--- config.mk ---
export PLATFORM = sky130hd
export DESIGN_NAME = flash_arbiter
export DESIGN_NICKNAME = d
export VERILOG_FILES = /design/src/rtl/flash_pkg.sv /design/src/rtl/flash_rr_pick.sv /design/src/rtl/flash_arbiter.sv
export SDC_FILE = /design/constraint.sdc
export NUM_CORES = 1
export LEC_CHECK = 0
export CORE_MARGIN = 10
export CORE_UTILIZATION = 45
export CTS_CLUSTER_SIZE = 8
export DETAILED_ROUTE_END_ITERATION = 6
export MAX_ROUTING_LAYER = met4
export PLACE_DENSITY = 0.84
export SYNTH_ARGS = -nofsm -noshare
export SYNTH_HDL_FRONTEND = slang
export SYNTH_HIERARCHICAL = 1
export SYNTH_SLANG_ARGS = --single-unit
--- constraint.sdc ---
create_clock -name CLK_50MHZ -period 2.6 [get_ports CLK_50MHZ]
set_clock_uncertainty 0.1 [all_clocks]
set_input_delay 0.39 -clock CLK_50MHZ [delete_from_list [all_inputs] [get_ports CLK_50MHZ]]
set_output_delay 0.39 -clock CLK_50MHZ [all_outputs]
set_load 0.02 [all_outputs]
--- src/rtl/flash_pkg.sv ---
// Shared definitions for the Flash bridge arbiter: FSM encoding, bridge
// direction codes and address width.
package flash_pkg;

  typedef enum logic [2:0] {
    ST_IDLE   = 3'd0,
    ST_ISSUE  = 3'd1,
    ST_WAIT   = 3'd2,
    ST_ACK    = 3'd3,
    ST_FINISH = 3'd4
  } state_t;

  localparam logic FB_READ  = 1'b1;
  localparam logic FB_WRITE = 1'b0;
  localparam int   FB_AW    = 8;

  function automatic logic [1:0] owner_onehot(input logic owner);
    return owner ? 2'b10 : 2'b01;
  endfunction

endpackage

--- src/rtl/flash_rr_pick.sv ---
// Two-way round-robin picker: a lone request wins outright, a tie goes to the
// requester that did not own the previous burst.
module flash_rr_pick (
  input  logic [1:0] req,
  input  logic       last_owner,
  output logic [1:0] pick,
  output logic       valid
);

  always_comb begin
    valid = |req;
    pick  = req;
    if (req == 2'b11) begin
      pick = last_owner ? 2'b01 : 2'b10;
    end
  end

endmodule

--- src/rtl/flash_arbiter.sv ---
// Shares one byte-wide Flash bridge between two requesters: round-robin grant,
// one bridge handshake per byte of a burst, watchdog abort on a hung bridge.
//
// state  | meaning
// IDLE   | no burst; sample req and latch the winner's burst
// ISSUE  | start the next byte, or finish when none remain
// WAIT   | bridge busy; watchdog running
// ACK    | byte complete; advance address, decrement remaining
// FINISH | report done/err, hand round-robin priority over
module flash_arbiter
  import flash_pkg::*;
#(
  parameter int LEN_W   = 4,
  parameter int TIMEOUT = 1000
) (
  input  logic               CLK_50MHZ,
  input  logic               RST,
  input  logic [1:0]         req,
  input  logic [1:0]         dir,
  input  logic [15:0]        addr,
  input  logic [2*LEN_W-1:0] len,
  input  logic [15:0]        wdata,
  output logic [1:0]         grant,
  output logic [1:0]         byte_ack,
  output logic [7:0]         rdata,
  output logic [1:0]         done,
  output logic [1:0]         err,
  output logic [FB_AW-1:0]   fb_addr,
  output logic [7:0]         fb_wdata,
  output logic               fb_dir,
  output logic               fb_start,
  input  logic [7:0]         fb_rdata,
  input  logic               fb_done
);

  localparam int WD_W = $clog2(TIMEOUT + 1);

  state_t             state_q, state_d;
  logic               owner_q, owner_d;
  logic               dir_q, dir_d;
  logic [FB_AW-1:0]   addr_q, addr_d;
  logic [LEN_W-1:0]   rem_q, rem_d;
  logic [WD_W-1:0]    wd_q, wd_d;
  logic               abort_q, abort_d;
  logic               last_owner_q, last_owner_d;
  logic [7:0]         rd_cap_q, rd_cap_d;

  logic [1:0]         grant_q, grant_d;
  logic [1:0]         byte_ack_q, byte_ack_d;
  logic [7:0]         rdata_q, rdata_d;
  logic [1:0]         done_q, done_d;
  logic [1:0]         err_q, err_d;
  logic [FB_AW-1:0]   fb_addr_q, fb_addr_d;
  logic [7:0]         fb_wdata_q, fb_wdata_d;
  logic               fb_dir_q, fb_dir_d;
  logic               fb_start_q, fb_start_d;

  logic [1:0]         pick;
  logic               pick_valid;

  flash_rr_pick u_pick (
    .req        (req),
    .last_owner (last_owner_q),
    .pick       (pick),
    .valid      (pick_valid)
  );

  always_ff @(posedge CLK_50MHZ or posedge RST) begin
    if (RST) begin
      state_q      <= ST_IDLE;
      owner_q      <= 1'b0;
      dir_q        <= FB_READ;
      addr_q       <= '0;
      rem_q        <= '0;
      wd_q         <= '0;
      abort_q      <= 1'b0;
      last_owner_q <= 1'b1;
      rd_cap_q     <= '0;
      grant_q      <= '0;
      byte_ack_q   <= '0;
      rdata_q      <= '0;
      done_q       <= '0;
      err_q        <= '0;
      fb_addr_q    <= '0;
      fb_wdata_q   <= '0;
      fb_dir_q     <= FB_READ;
      fb_start_q   <= 1'b0;
    end else begin
      state_q      <= state_d;
      owner_q      <= owner_d;
      dir_q        <= dir_d;
      addr_q       <= addr_d;
      rem_q        <= rem_d;
      wd_q         <= wd_d;
      abort_q      <= abort_d;
      last_owner_q <= last_owner_d;
      rd_cap_q     <= rd_cap_d;
      grant_q      <= grant_d;
      byte_ack_q   <= byte_ack_d;
      rdata_q      <= rdata_d;
      done_q       <= done_d;
      err_q        <= err_d;
      fb_addr_q    <= fb_addr_d;
      fb_wdata_q   <= fb_wdata_d;
      fb_dir_q     <= fb_dir_d;
      fb_start_q   <= fb_start_d;
    end
  end

  // Next state and burst bookkeeping; the watchdog is a down-counter loaded
  // as each byte is issued, so the last WAIT cycle is the terminal count of 1.
  always_comb begin
    state_d      = state_q;
    owner_d      = owner_q;
    dir_d        = dir_q;
    addr_d       = addr_q;
    rem_d        = rem_q;
    wd_d         = wd_q;
    abort_d      = abort_q;
    last_owner_d = last_owner_q;
    rd_cap_d     = rd_cap_q;
    case (state_q)
      ST_IDLE: begin
        if (pick_valid) begin
          owner_d = pick[1];
          dir_d   = dir[pick[1]];
          addr_d  = pick[1] ? addr[15:8] : addr[7:0];
          rem_d   = pick[1] ? len[2*LEN_W-1:LEN_W] : len[LEN_W-1:0];
          state_d = ST_ISSUE;
        end
      end
      ST_ISSUE: begin
        if (rem_q == '0) begin
          state_d = ST_FINISH;
        end else begin
          wd_d    = WD_W'(TIMEOUT);
          state_d = ST_WAIT;
        end
      end
      ST_WAIT: begin
        // fb_done wins over a simultaneous watchdog expiry
        if (fb_done) begin
          if (dir_q == FB_READ) begin
            rd_cap_d = fb_rdata;
          end
          wd_d    = '0;
          state_d = ST_ACK;
        end else if (wd_q == WD_W'(1)) begin
          wd_d    = '0;
          abort_d = 1'b1;
          state_d = ST_FINISH;
        end else begin
          wd_d = wd_q - WD_W'(1);
        end
      end
      ST_ACK: begin
        addr_d  = addr_q + FB_AW'(1);
        rem_d   = rem_q - LEN_W'(1);
        state_d = ST_ISSUE;
      end
      ST_FINISH: begin
        last_owner_d = owner_q;
        abort_d      = 1'b0;
        state_d      = ST_IDLE;
      end
      default: begin
        state_d = ST_IDLE;
      end
    endcase
  end

  always_comb begin
    grant_d    = grant_q;
    byte_ack_d = '0;
    rdata_d    = rdata_q;
    done_d     = '0;
    err_d      = '0;
    fb_addr_d  = fb_addr_q;
    fb_wdata_d = fb_wdata_q;
    fb_dir_d   = fb_dir_q;
    fb_start_d = 1'b0;
    case (state_q)
      ST_IDLE: begin
        if (pick_valid) begin
          grant_d = pick;
        end
      end
      ST_ISSUE: begin
        if (rem_q != '0) begin
          fb_start_d = 1'b1;
          fb_addr_d  = addr_q;
          fb_dir_d   = dir_q;
          fb_wdata_d = owner_q ? wdata[15:8] : wdata[7:0];
        end
      end
      ST_ACK: begin
        byte_ack_d = owner_onehot(owner_q);
        if (dir_q == FB_READ) begin
          rdata_d = rd_cap_q;
        end
      end
      ST_FINISH: begin
        done_d  = owner_onehot(owner_q);
        err_d   = abort_q ? owner_onehot(owner_q) : 2'b00;
        grant_d = '0;
      end
      default: begin
        grant_d = '0;
      end
    endcase
  end

  assign grant    = grant_q;
  assign byte_ack = byte_ack_q;
  assign rdata    = rdata_q;
  assign done     = done_q;
  assign err      = err_q;
  assign fb_addr  = fb_addr_q;
  assign fb_wdata = fb_wdata_q;
  assign fb_dir   = fb_dir_q;
  assign fb_start = fb_start_q;

endmodule

==> flow_metrics.tcl, run 1 <==
set metrics [dict create \
    final.setup.tns_ns 0 \
    leading_cell_types_in_the_layout_fill_and_taps_excluded "88 x sky130_fd_sc_hd__clkdlybuf4s50_1, 68 x sky130_fd_sc_hd__dfrtp_1, 57 x sky130_fd_sc_hd__nand2_1" \
    fin_hold_viols 0 \
    finalCritPeriodShare 0.908 \
    path_max_fanout 7 \
    fp.dieW_um 107 \
    first_global_vias 2898 \
    clock-root-buffer "sky130_fd_sc_hd__clkbuf_8" \
    clk_transition_reported_paths_ns 0.08 \
    fin_nets 472 \
    detail_route.iter0.violations 213 \
    initial_antenna_violation_count 0 \
    cts-resized-gates 0 \
    drt-wirelength-per-cell_um 17.1 \
    rows 31 \
    worstMarginPinSlew_ns 0.665 \
    max_cap_viol_count 0 \
    critical-path-top-delay-family "simple AND/OR/NAND/NOR gates" \
    timing.slew.headroom 0.553 \
    cts.htree.levels 3 \
    ys_warn_count 6 \
    top_level_ports 89 \
    overall_track_demand_over_capacity_in_global_routing 0.159 \
    synth.cell_area_um2 3390 \
    layout.cells.most_common "sky130_fd_sc_hd__clkdlybuf4s50_1" \
    drcViolationCount 0 \
    critPathKind "reg -> reg" \
    syn-num-nets 383 \
    area_growth_syn_to_layout_pct 35.6 \
    design.die.area_um2 11400 \
    grt_overflow_total 0 \
    drive_gt1_frac 0.141 \
    worst_hold_path_type "in -> async" \
    num_cts_buffers 9 \
    ir_drop_v 0.000585 \
    async_flop_share 1.00 \
    timing.critical_path.from_type "register" \
    power_density_nw_per_um2 1140 \
    cts.hold.buffers_added 0 \
    clock_path_buffers 2 \
    viasPerCell 5.52 \
    antenna_cells_inserted 0 \
    tritoncts_num_sinks 71 \
    hpwl_mm 6.45 \
    final_period_demand_of_the_worst_path_ns 2.36 \
    outcome "completed" \
    portion_of_the_post_synthesis_area_used_by_sequential_elements 0.525 \
    core_area_um2 7290 \
    floorplan.initialDensity 0.465 \
    place.gp.congestion 0.830 \
    cp_cell_sequence "inv_1, ha_1, or3b_2, or3_1, or4b_4, o21ai_2" \
    worstPathRequired_ns 2.77 \
    clock_tree_from_tritoncts "done" \
    yosys.cell_types.count 54 \
    highest_cell_delay_on_the_worst_timing_path_ns 0.54 \
    finish_stage_setup_viols 0 \
    worst_skew_pair.late_latency_ns 0.34 \
    detail_route.first_pass.iterations 4 \
    grt_first_pass_wirelength_mm 14.3 \
    critical_path.n_buffers_inverters 1 \
    arrival_ns 2.53 \
    syn_avg_cell_area_um2 10.5 \
    number_of_instances_in_the_synthesized_netlist 324 \
    rsz0062_at_grt "no" \
    synth-main-ff-cell "sky130_fd_sc_hd__dfrtp_1" \
    num_vias 2856 \
    final_antenna_net_count 0 \
    synth_edf_count 0 \
    ys_seq_elements 71 \
    maxClockFrequency_mhz 423 \
    routed_wirelength_mm 8.82 \
    buffer_ports.inserted 88 \
    grt_max_degree 72 \
    post_cts.repair.setup_buffers 0 \
    worst_setup_path_end_kind "register" \
    critPathSlowestCell "sky130_fd_sc_hd__or4b_4" \
    p_leak_nw 2.04 \
    whs_ns 0.332 \
    timing_max_transition_violations_final 0 \
    chipHeight_um 107 \
]
==> final timing paths <==
| check | start | end | slack (ns) | depth (start not counted) |
|---|---|---|---|---|
| max | wd_q[1] | abort_q | 0.24 | 6 |
| max reg2reg | wd_q[1] | abort_q | 0.24 | 6 |
| min reg2reg | fb_dir | fb_dir | 0.37 | 2 |
| max in group asynchronous | RST | last_owner_q | 1.72 | 3 |
| min in group CLK_50MHZ | fb_dir | fb_dir | 0.37 | 2 |
| min | RST | rdata[4] | 0.33 | 3 |
==> registers in the layout, summed over array words and instances (netlist names), 2 cells and up <==
register / flops
rd_cap_q: 8
rdata: 8
done: 2
byte_ack: 2
rem_q: 4
fb_wdata: 8
fb_addr: 8
state_q: 3
err: 2
wd_q: 10
grant: 2
addr_q: 8
==> cell usage after synthesis, types with 2 or more instances <==
cell | number | area share
sky130_fd_sc_hd__dfrtp_1 | 68 | 0.50
sky130_fd_sc_hd__nand2_1 | 57 | 0.063
sky130_fd_sc_hd__mux2i_1 | 22 | 0.065
sky130_fd_sc_hd__o21ai_0 | 17 | 0.025
sky130_fd_sc_hd__mux2_2 | 16 | 0.053
sky130_fd_sc_hd__clkbuf_1 | 15 | 0.017
sky130_fd_sc_hd__nor2_1 | 11 | 0.012
sky130_fd_sc_hd__inv_1 | 10 | 0.011
sky130_fd_sc_hd__nor3_1 | 8 | 0.012
sky130_fd_sc_hd__nand3_1 | 7 | 0.010
sky130_fd_sc_hd__o22ai_1 | 5 | 0.0092
sky130_fd_sc_hd__a21o_1 | 4 | 0.0089
sky130_fd_sc_hd__a21oi_1 | 4 | 0.0059
sky130_fd_sc_hd__a22oi_1 | 4 | 0.0089
sky130_fd_sc_hd__and2_1 | 4 | 0.0074
sky130_fd_sc_hd__and3_1 | 4 | 0.0074
sky130_fd_sc_hd__ha_1 | 4 | 0.015
sky130_fd_sc_hd__o311ai_0 | 4 | 0.010
sky130_fd_sc_hd__a211o_1 | 3 | 0.0078
sky130_fd_sc_hd__a31oi_1 | 3 | 0.0055
sky130_fd_sc_hd__buf_1 | 3 | 0.0033
sky130_fd_sc_hd__dfstp_2 | 3 | 0.023
sky130_fd_sc_hd__o211ai_1 | 3 | 0.0066
sky130_fd_sc_hd__or3_1 | 3 | 0.0055
sky130_fd_sc_hd__or3b_2 | 3 | 0.0078
sky130_fd_sc_hd__a21boi_1 | 2 | 0.0044
sky130_fd_sc_hd__a31o_2 | 2 | 0.0052
sky130_fd_sc_hd__a32oi_1 | 2 | 0.0052
sky130_fd_sc_hd__nand3b_1 | 2 | 0.0044
sky130_fd_sc_hd__nor3b_1 | 2 | 0.0044
sky130_fd_sc_hd__nor4_1 | 2 | 0.0037
sky130_fd_sc_hd__nor4b_1 | 2 | 0.0052
sky130_fd_sc_hd__o31a_1 | 2 | 0.0052
sky130_fd_sc_hd__or3_4 | 2 | 0.0066
sky130_fd_sc_hd__or4_1 | 2 | 0.0044
==> worst register-to-register path: cells and delay by family (launching register included) <==
kind | cells | cell delay (ns)
simple gates | 3 | 1.44
flops | 1 | 0.38
fa+ha+maj | 1 | 0.16
buf+inv | 1 | 0.10
compound gates | 1 | 0.13
==> report_power, final <==
| part | leakage [nW] | switching (mW) | total, mW | internal, mW |
|---|---|---|---|---|
| Clock | 0.0960 | 0.418 | 0.858 | 0.440 |
| Sequential | 0.861 | 0.435 | 2.04 | 1.60 |
| Combinational | 1.08 | 1.20 | 2.33 | 1.12 |
==> logic make-up after synthesis <==
| family | after synthesis | share of synthesized area |
|---|---|---|
| simple gates | 116 | 0.172 |
| compound gates | 64 | 0.131 |
| mux | 38 | 0.118 |
| fa+ha+maj | 4 | 0.0148 |
| buf+inv | 30 | 0.0358 |
| xor+xnor | 1 | 0.00258 |
| flops | 71 | 0.525 |
==> stage by stage <==
step                setup slack, ns  instances   util  area (µm²)  power (mW)
floorplan                     0.318        324      -        3390        3.45
global placement              0.246        501  0.604        4410        4.26
detailed placement            0.194        501  0.604        4410        4.38
CTS                           0.249        517  0.630        4600        5.26
global route                  0.132        517  0.630        4600        5.60
finish                        0.238        517  0.630        4600        5.22
==> per-layer routing <==
| metal | global-route usage | share of wire |
|---|---|---|
| met2 | 0.256 | 0.49 |
| met1 | 0.182 | 0.42 |
| met3 | 0.0533 | 0.086 |
| met4 | 0.0551 | 0.0084 |
| met5 | - | 0 |
==> final cells by class <==
type                            count  area (µm²)
Clock inverter                      6        61.3
Tap cell                           99         124
Timing Repair Buffer               98         968
Multi-Input combinational cell    223        1500
Clock buffer                       10         128
Sequential cell                    71        1780
Inverter                           10        37.5
Fill cell                         599        2700
Power figures use the tool's default switching activity.
==> run 2, diff against run 1 <==
Settings changed: CORE_UTILIZATION 45 to 44, PLACE_DENSITY 0.84 to 0.85.
Clock period 2.6 ns to 2 ns, I/O delays scaled along.
==> flow_metrics.tcl, run 2 (synthesis gave the netlist of run 1 again) <==
set metrics [dict create \
    ir_drop_v 0.000755 \
    area_growth_syn_to_layout_pct 46.7 \
    power_density_nw_per_um2 1460 \
    switching_share 0.394 \
    share_comb_of_total_power 0.502 \
    worstMarginPinSlew_ns 0.686 \
    final_antenna_net_count 0 \
    share_clk_of_total_power 0.139 \
    antenna_cells_inserted 0 \
    num_vias 2998 \
    seq_area_um2 1780 \
    endpoint_of_the_lowest_slack_register_to_register_path "state_q[2]" \
    rsz0062_at_grt "yes" \
    initial_antenna_violation_count 0 \
    gr-max-usage-layer "met2" \
    fin_ws_ns -0.111 \
    viasPerCell 5.47 \
    grt_max_degree 28 \
    worst-r2r-cell-count 6 \
    critPathKind "reg -> reg" \
    reg2reg_from "wd_q[1]" \
    tritoncts_num_sinks 71 \
    detail_route.first_pass.iterations 5 \
    max_cap_viol_count 0 \
    maxClockFrequency_mhz 474 \
    globalRouteMet1Util 0.204 \
    fp.dieW_um 108 \
    final_period_demand_of_the_worst_path_ns 2.11 \
    buffer_ports.inserted 88 \
    clk_transition_reported_paths_ns 0.08 \
    cts.hold.buffers_added 0 \
    layoutNonFillerInstCount 548 \
    timing_max_transition_violations_final 0 \
    final.setup.tns_ns -0.228 \
    p_int_mw 4.41 \
    floorplan.initialDensity 0.460 \
    path_max_fanout 2 \
    worst_setup_path_end_kind "register" \
    leading_cell_types_in_the_layout_fill_and_taps_excluded "88 x sky130_fd_sc_hd__clkdlybuf4s50_1, 68 x sky130_fd_sc_hd__dfrtp_1, 56 x sky130_fd_sc_hd__nand2_1" \
    design.die.area_um2 11600 \
    fin_nets 503 \
    fin_hold_viols 0 \
    arrival_ns 2.29 \
    timing.slew.headroom 0.543 \
    total_area_of_multi_input_combinational_cells_um2 1620 \
    clock_tree_from_tritoncts "done" \
    worst_hold_path_type "in -> async" \
    finalCritPeriodShare 1.06 \
    grt_first_pass_wirelength_mm 15.2 \
    grt_util_met2 0.262 \
    hpwl_mm 6.91 \
    finalPower_mw 7.28 \
    worstPathRequired_ns 2.18 \
    global_route.usage.met3 0.0479 \
    drcViolationCount 0 \
    rrSetupSlack_ns -0.11 \
    cts.htree.levels 3 \
    finish_stage_setup_viols 3 \
    p_leak_nw 2.19 \
    fin_area_um2 4970 \
    top_level_ports 89 \
    outcome "finished, violations left" \
    layout.cells.most_common "sky130_fd_sc_hd__clkdlybuf4s50_1" \
    largest-register "wd_q" \
    grt_overflow_total 0 \
    drt-wirelength-per-cell_um 17.3 \
    violations "setup timing" \
    clock_path_buffers 2 \
    power.sequential.fraction 0.359 \
    rows 31 \
    worst_skew_pair.late_latency_ns 0.35 \
    power_dissipated_by_switching_net_loads_mw 2.86 \
    core_area_um2 7370 \
    largest_reg_flops 10 \
    placedInstanceArea_um2 4690 \
    clock-root-buffer "sky130_fd_sc_hd__clkbuf_8" \
    routed_wirelength_mm 9.48 \
    first_global_vias 3060 \
    drive_gt1_frac 0.238 \
    detail_route.iter0.violations 194 \
    overall_track_demand_over_capacity_in_global_routing 0.167 \
    timing.critical_path.from_type "register" \
    place.gp.congestion 0.878 \
    chipHeight_um 108 \
    num_cts_buffers 9 \
    final_core_utilization 0.675 \
    fillCellCount 532 \
    post_placement_cell_count 531 \
]
## run 2: changes by cell type in the layout (fill, tap and decap cells not counted), sizes merged
cell      change
buf          +31
clkinv        -1
inv           -2
bufinv        -1
clkinvlp      +1
clkbuf        +3
## run 2: timing repair
action	4_1_cts	5_1_grt
buffers inserted	0	1
endpoints found under the hold margin	0	0
pin swaps	4	3
gates resized for setup	4	18
setup endpoints to repair	12	22
## run 2: worst max path at each step
stage	start	endpoint	slack, ns
after floorplan	wd_q[1]	state_q[2]	-0.21
after global placement	req[1]	owner_q	-0.17
after detailed placement	req[1]	dir_q	-0.28
after CTS	wd_q[1]	state_q[2]	-0.11
after global routing	wd_q[1]	state_q[2]	-0.15
final	wd_q[1]	state_q[2]	-0.11
## run 2: power groups by stage
stage	clock [mW]	sequential, mW	combinational (mW)
floorplan	0	2.81	1.68
global placement	0	2.57	3.36
detailed placement	0	2.61	3.48
CTS	1.03	2.59	3.54
global route	1.10	2.69	3.98
finish	1.01	2.61	3.65
## run 2: area by class of cell
class / count / area share
multi-input combinational: 223 / 0.325
inverter: 10 / 0.00906
tap: 99 / 0.0249
clock buffer: 13 / 0.0299
clock inverter: 3 / 0.00377
timing repair buffer: 129 / 0.249
sequential: 71 / 0.358
## run 2: worst max-delay path, cell delays in order (launching register included)
cell	delay [ns]
sky130_fd_sc_hd__dfrtp_1	0.40
sky130_fd_sc_hd__inv_2	0.08
sky130_fd_sc_hd__ha_4	0.12
sky130_fd_sc_hd__or3b_4	0.37
sky130_fd_sc_hd__or3_4	0.34
sky130_fd_sc_hd__or4b_4	0.50
sky130_fd_sc_hd__a21oi_2	0.14
## run 2: routing by layer
| layer | vias up | wire (µm) | part of all wire |
|---|---|---|---|
| met5 | - | 0 | 0 |
| met4 | 0 | 130 | 0.014 |
| met3 | 19 | 785 | 0.083 |
| met2 | 132 | 4540 | 0.48 |
| met1 | 1450 | 4010 | 0.42 |
| li1 | 1397 | - | - |
## run 2: through the flow
step / setup WS (ns) / hold slack (ns)
after global routing: -0.154 / 0.183
after floorplan: -0.212 / 0.349
after global placement: -0.171 / 0.348
after detailed placement: -0.280 / 0.353
final: -0.111 / 0.170
after CTS: -0.111 / 0.168
==> run 3, diff against run 2 <==
Settings changed: GPL_TIMING_DRIVEN set to 0.
==> flow_metrics.tcl, run 3 (synthesis gave the netlist of run 1 again) <==
set metrics [dict create \
    hpwl_mm 6.61 \
    critical_path.n_buffers_inverters 0 \
    final_period_demand_of_the_worst_path_ns 2.16 \
    fin_ws_ns -0.161 \
    path_max_fanout 8 \
    detail_route.first_pass.iterations 5 \
    worstMarginPinSlew_ns 0.649 \
    first_global_vias 3089 \
    area_growth_syn_to_layout_pct 44.8 \
    clk_transition_reported_paths_ns 0.08 \
    grt_util_met2 0.261 \
    fin_nets 489 \
    viasPerCell 5.51 \
    rows 31 \
    grt_first_pass_wirelength_mm 14.9 \
    place.gp.congestion 0.851 \
    largest_reg_flops 10 \
    drive_gt1_frac 0.217 \
    drcViolationCount 0 \
    floorplan.initialDensity 0.460 \
    worst_skew_pair.late_latency_ns 0.35 \
    max_cap_viol_count 0 \
    clock_tree_from_tritoncts "done" \
    finalCritPeriodShare 1.08 \
    critical-path-top-delay-family "simple AND/OR/NAND/NOR gates" \
    highest_cell_delay_on_the_worst_timing_path_ns 0.51 \
    worst_setup_path_end_kind "register" \
    cts.htree.levels 3 \
    detail_route.iter0.violations 233 \
    drt-wirelength-per-cell_um 17.8 \
    layout.cells.most_common "sky130_fd_sc_hd__clkdlybuf4s50_1" \
    total_area_of_multi_input_combinational_cells_um2 1630 \
    design.die.area_um2 11600 \
    fp.dieW_um 108 \
    fillCellCount 578 \
    num_cts_buffers 9 \
    final_antenna_net_count 0 \
    placedInstanceArea_um2 4440 \
    gr-max-usage-layer "met2" \
    initial_antenna_violation_count 0 \
    worst_hold_path_type "in -> async" \
    clock-root-buffer "sky130_fd_sc_hd__clkbuf_8" \
    clock_path_buffers 2 \
    power_density_nw_per_um2 1540 \
    maxClockFrequency_mhz 463 \
    seq_area_um2 1780 \
    worst_path_most_repeated_cell "sky130_fd_sc_hd__or3_4" \
    global_route.usage.met3 0.0431 \
    antenna_cells_inserted 0 \
    p_leak_nw 2.14 \
    cp_cell_sequence "or3_4, or3_4, or4b_4, a21oi_2" \
    finish_stage_setup_viols 10 \
    chipHeight_um 108 \
    globalRouteMet1Util 0.195 \
    core_area_um2 7370 \
    worstPathRequired_ns 2.17 \
    critPathSlowestCell "sky130_fd_sc_hd__or4b_4" \
    violations "setup timing" \
    arrival_ns 2.33 \
    top_level_ports 89 \
    ir_drop_v 0.000916 \
    tritoncts_num_sinks 71 \
    cts.hold.buffers_added 0 \
    outcome "finished, violations left" \
    num_vias 2937 \
    overall_track_demand_over_capacity_in_global_routing 0.164 \
    layoutNonFillerInstCount 533 \
    grt_max_degree 45 \
    post_placement_cell_count 512 \
    critPathKind "reg -> reg" \
    fin_hold_viols 0 \
    timing_max_transition_violations_final 0 \
    leading_cell_types_in_the_layout_fill_and_taps_excluded "88 x sky130_fd_sc_hd__clkdlybuf4s50_1, 68 x sky130_fd_sc_hd__dfrtp_1, 56 x sky130_fd_sc_hd__nand2_1" \
    largest-register "wd_q" \
    fin_area_um2 4910 \
    grt_overflow_total 0 \
    timing.critical_path.from_type "register" \
    timing.slew.headroom 0.567 \
    rsz0062_at_grt "yes" \
    buffer_ports.inserted 88 \
    routed_wirelength_mm 9.48 \
]
[run 3: cell types whose count changed in the layout (fill, tap and decap cells not counted), sizes merged]
cell      delta
clkinv       -2
clkinvlp     +1
bufinv       +3
clkbuf       +4
buf         -21
[run 3: what timing repair did]
action / in CTS / in global routing
pin swaps: 5 / 5
hold endpoints to repair: 0 / 0
gates resized for setup: 27 / 30
setup buffers: 5 / 4
endpoints found under the setup margin: 60 / 54
[run 3: layout make-up]
cell class,count,share of cell area
repair buffers,98,0.198
plain buffers,17,0.0227
inverters,10,0.00918
clock buffers,10,0.0280
flip-flops and latches,71,0.363
multi-input cells,223,0.332
well taps,99,0.0252
clock inverters,5,0.0217
[run 3: worst paths after layout]
path / start / end / slack, ns / depth (start not counted)
hold reg to reg: fb_dir / fb_dir / 0.36 / 2
setup / recovery: wd_q[6] / state_q[2] / -0.16 / 4
setup reg to reg: wd_q[6] / state_q[2] / -0.16 / 4
min in group CLK_50MHZ: fb_dir / fb_dir / 0.36 / 2
hold / removal: RST / rd_cap_q[2] / 0.27 / 2
max in group asynchronous: RST / last_owner_q / 0.85 / 3
[run 3: worst reg2reg max path, cell delays in order (launching register included)]
cell	delay, ns
sky130_fd_sc_hd__dfrtp_1	0.48
sky130_fd_sc_hd__or3_4	0.43
sky130_fd_sc_hd__or3_4	0.41
sky130_fd_sc_hd__or4b_4	0.51
sky130_fd_sc_hd__a21oi_2	0.15
[run 3: through the flow]
stage          TNS (ns)  utilization  hold WS (ns)  setup slack (ns)  total power [mW]
4_1_cts           -1.03        0.649         0.289            -0.215              7.38
6_report         -0.838        0.666         0.270            -0.161              7.57
2_1_floorplan    -0.421            -         0.349            -0.212              4.49
3_5_place_dp     -22.09        0.602         0.352            -0.719              5.77
3_3_place_gp     -19.22        0.600         0.349            -0.682              5.60
5_1_grt           -1.87        0.666         0.315            -0.228              8.07
[run 3: metal layers]
layer  wire, µm  share of wire
met1       3910           0.41
met2       4710           0.50
met3        612          0.065
met4        250          0.026
met5          0              0
[run 3: report_power, final]
| part | internal (mW) | switching (mW) | total (mW) |
|---|---|---|---|
| clock | 0.858 | 0.564 | 1.42 |
| combinational | 1.71 | 1.86 | 3.57 |
| sequential | 2.09 | 0.487 | 2.57 |
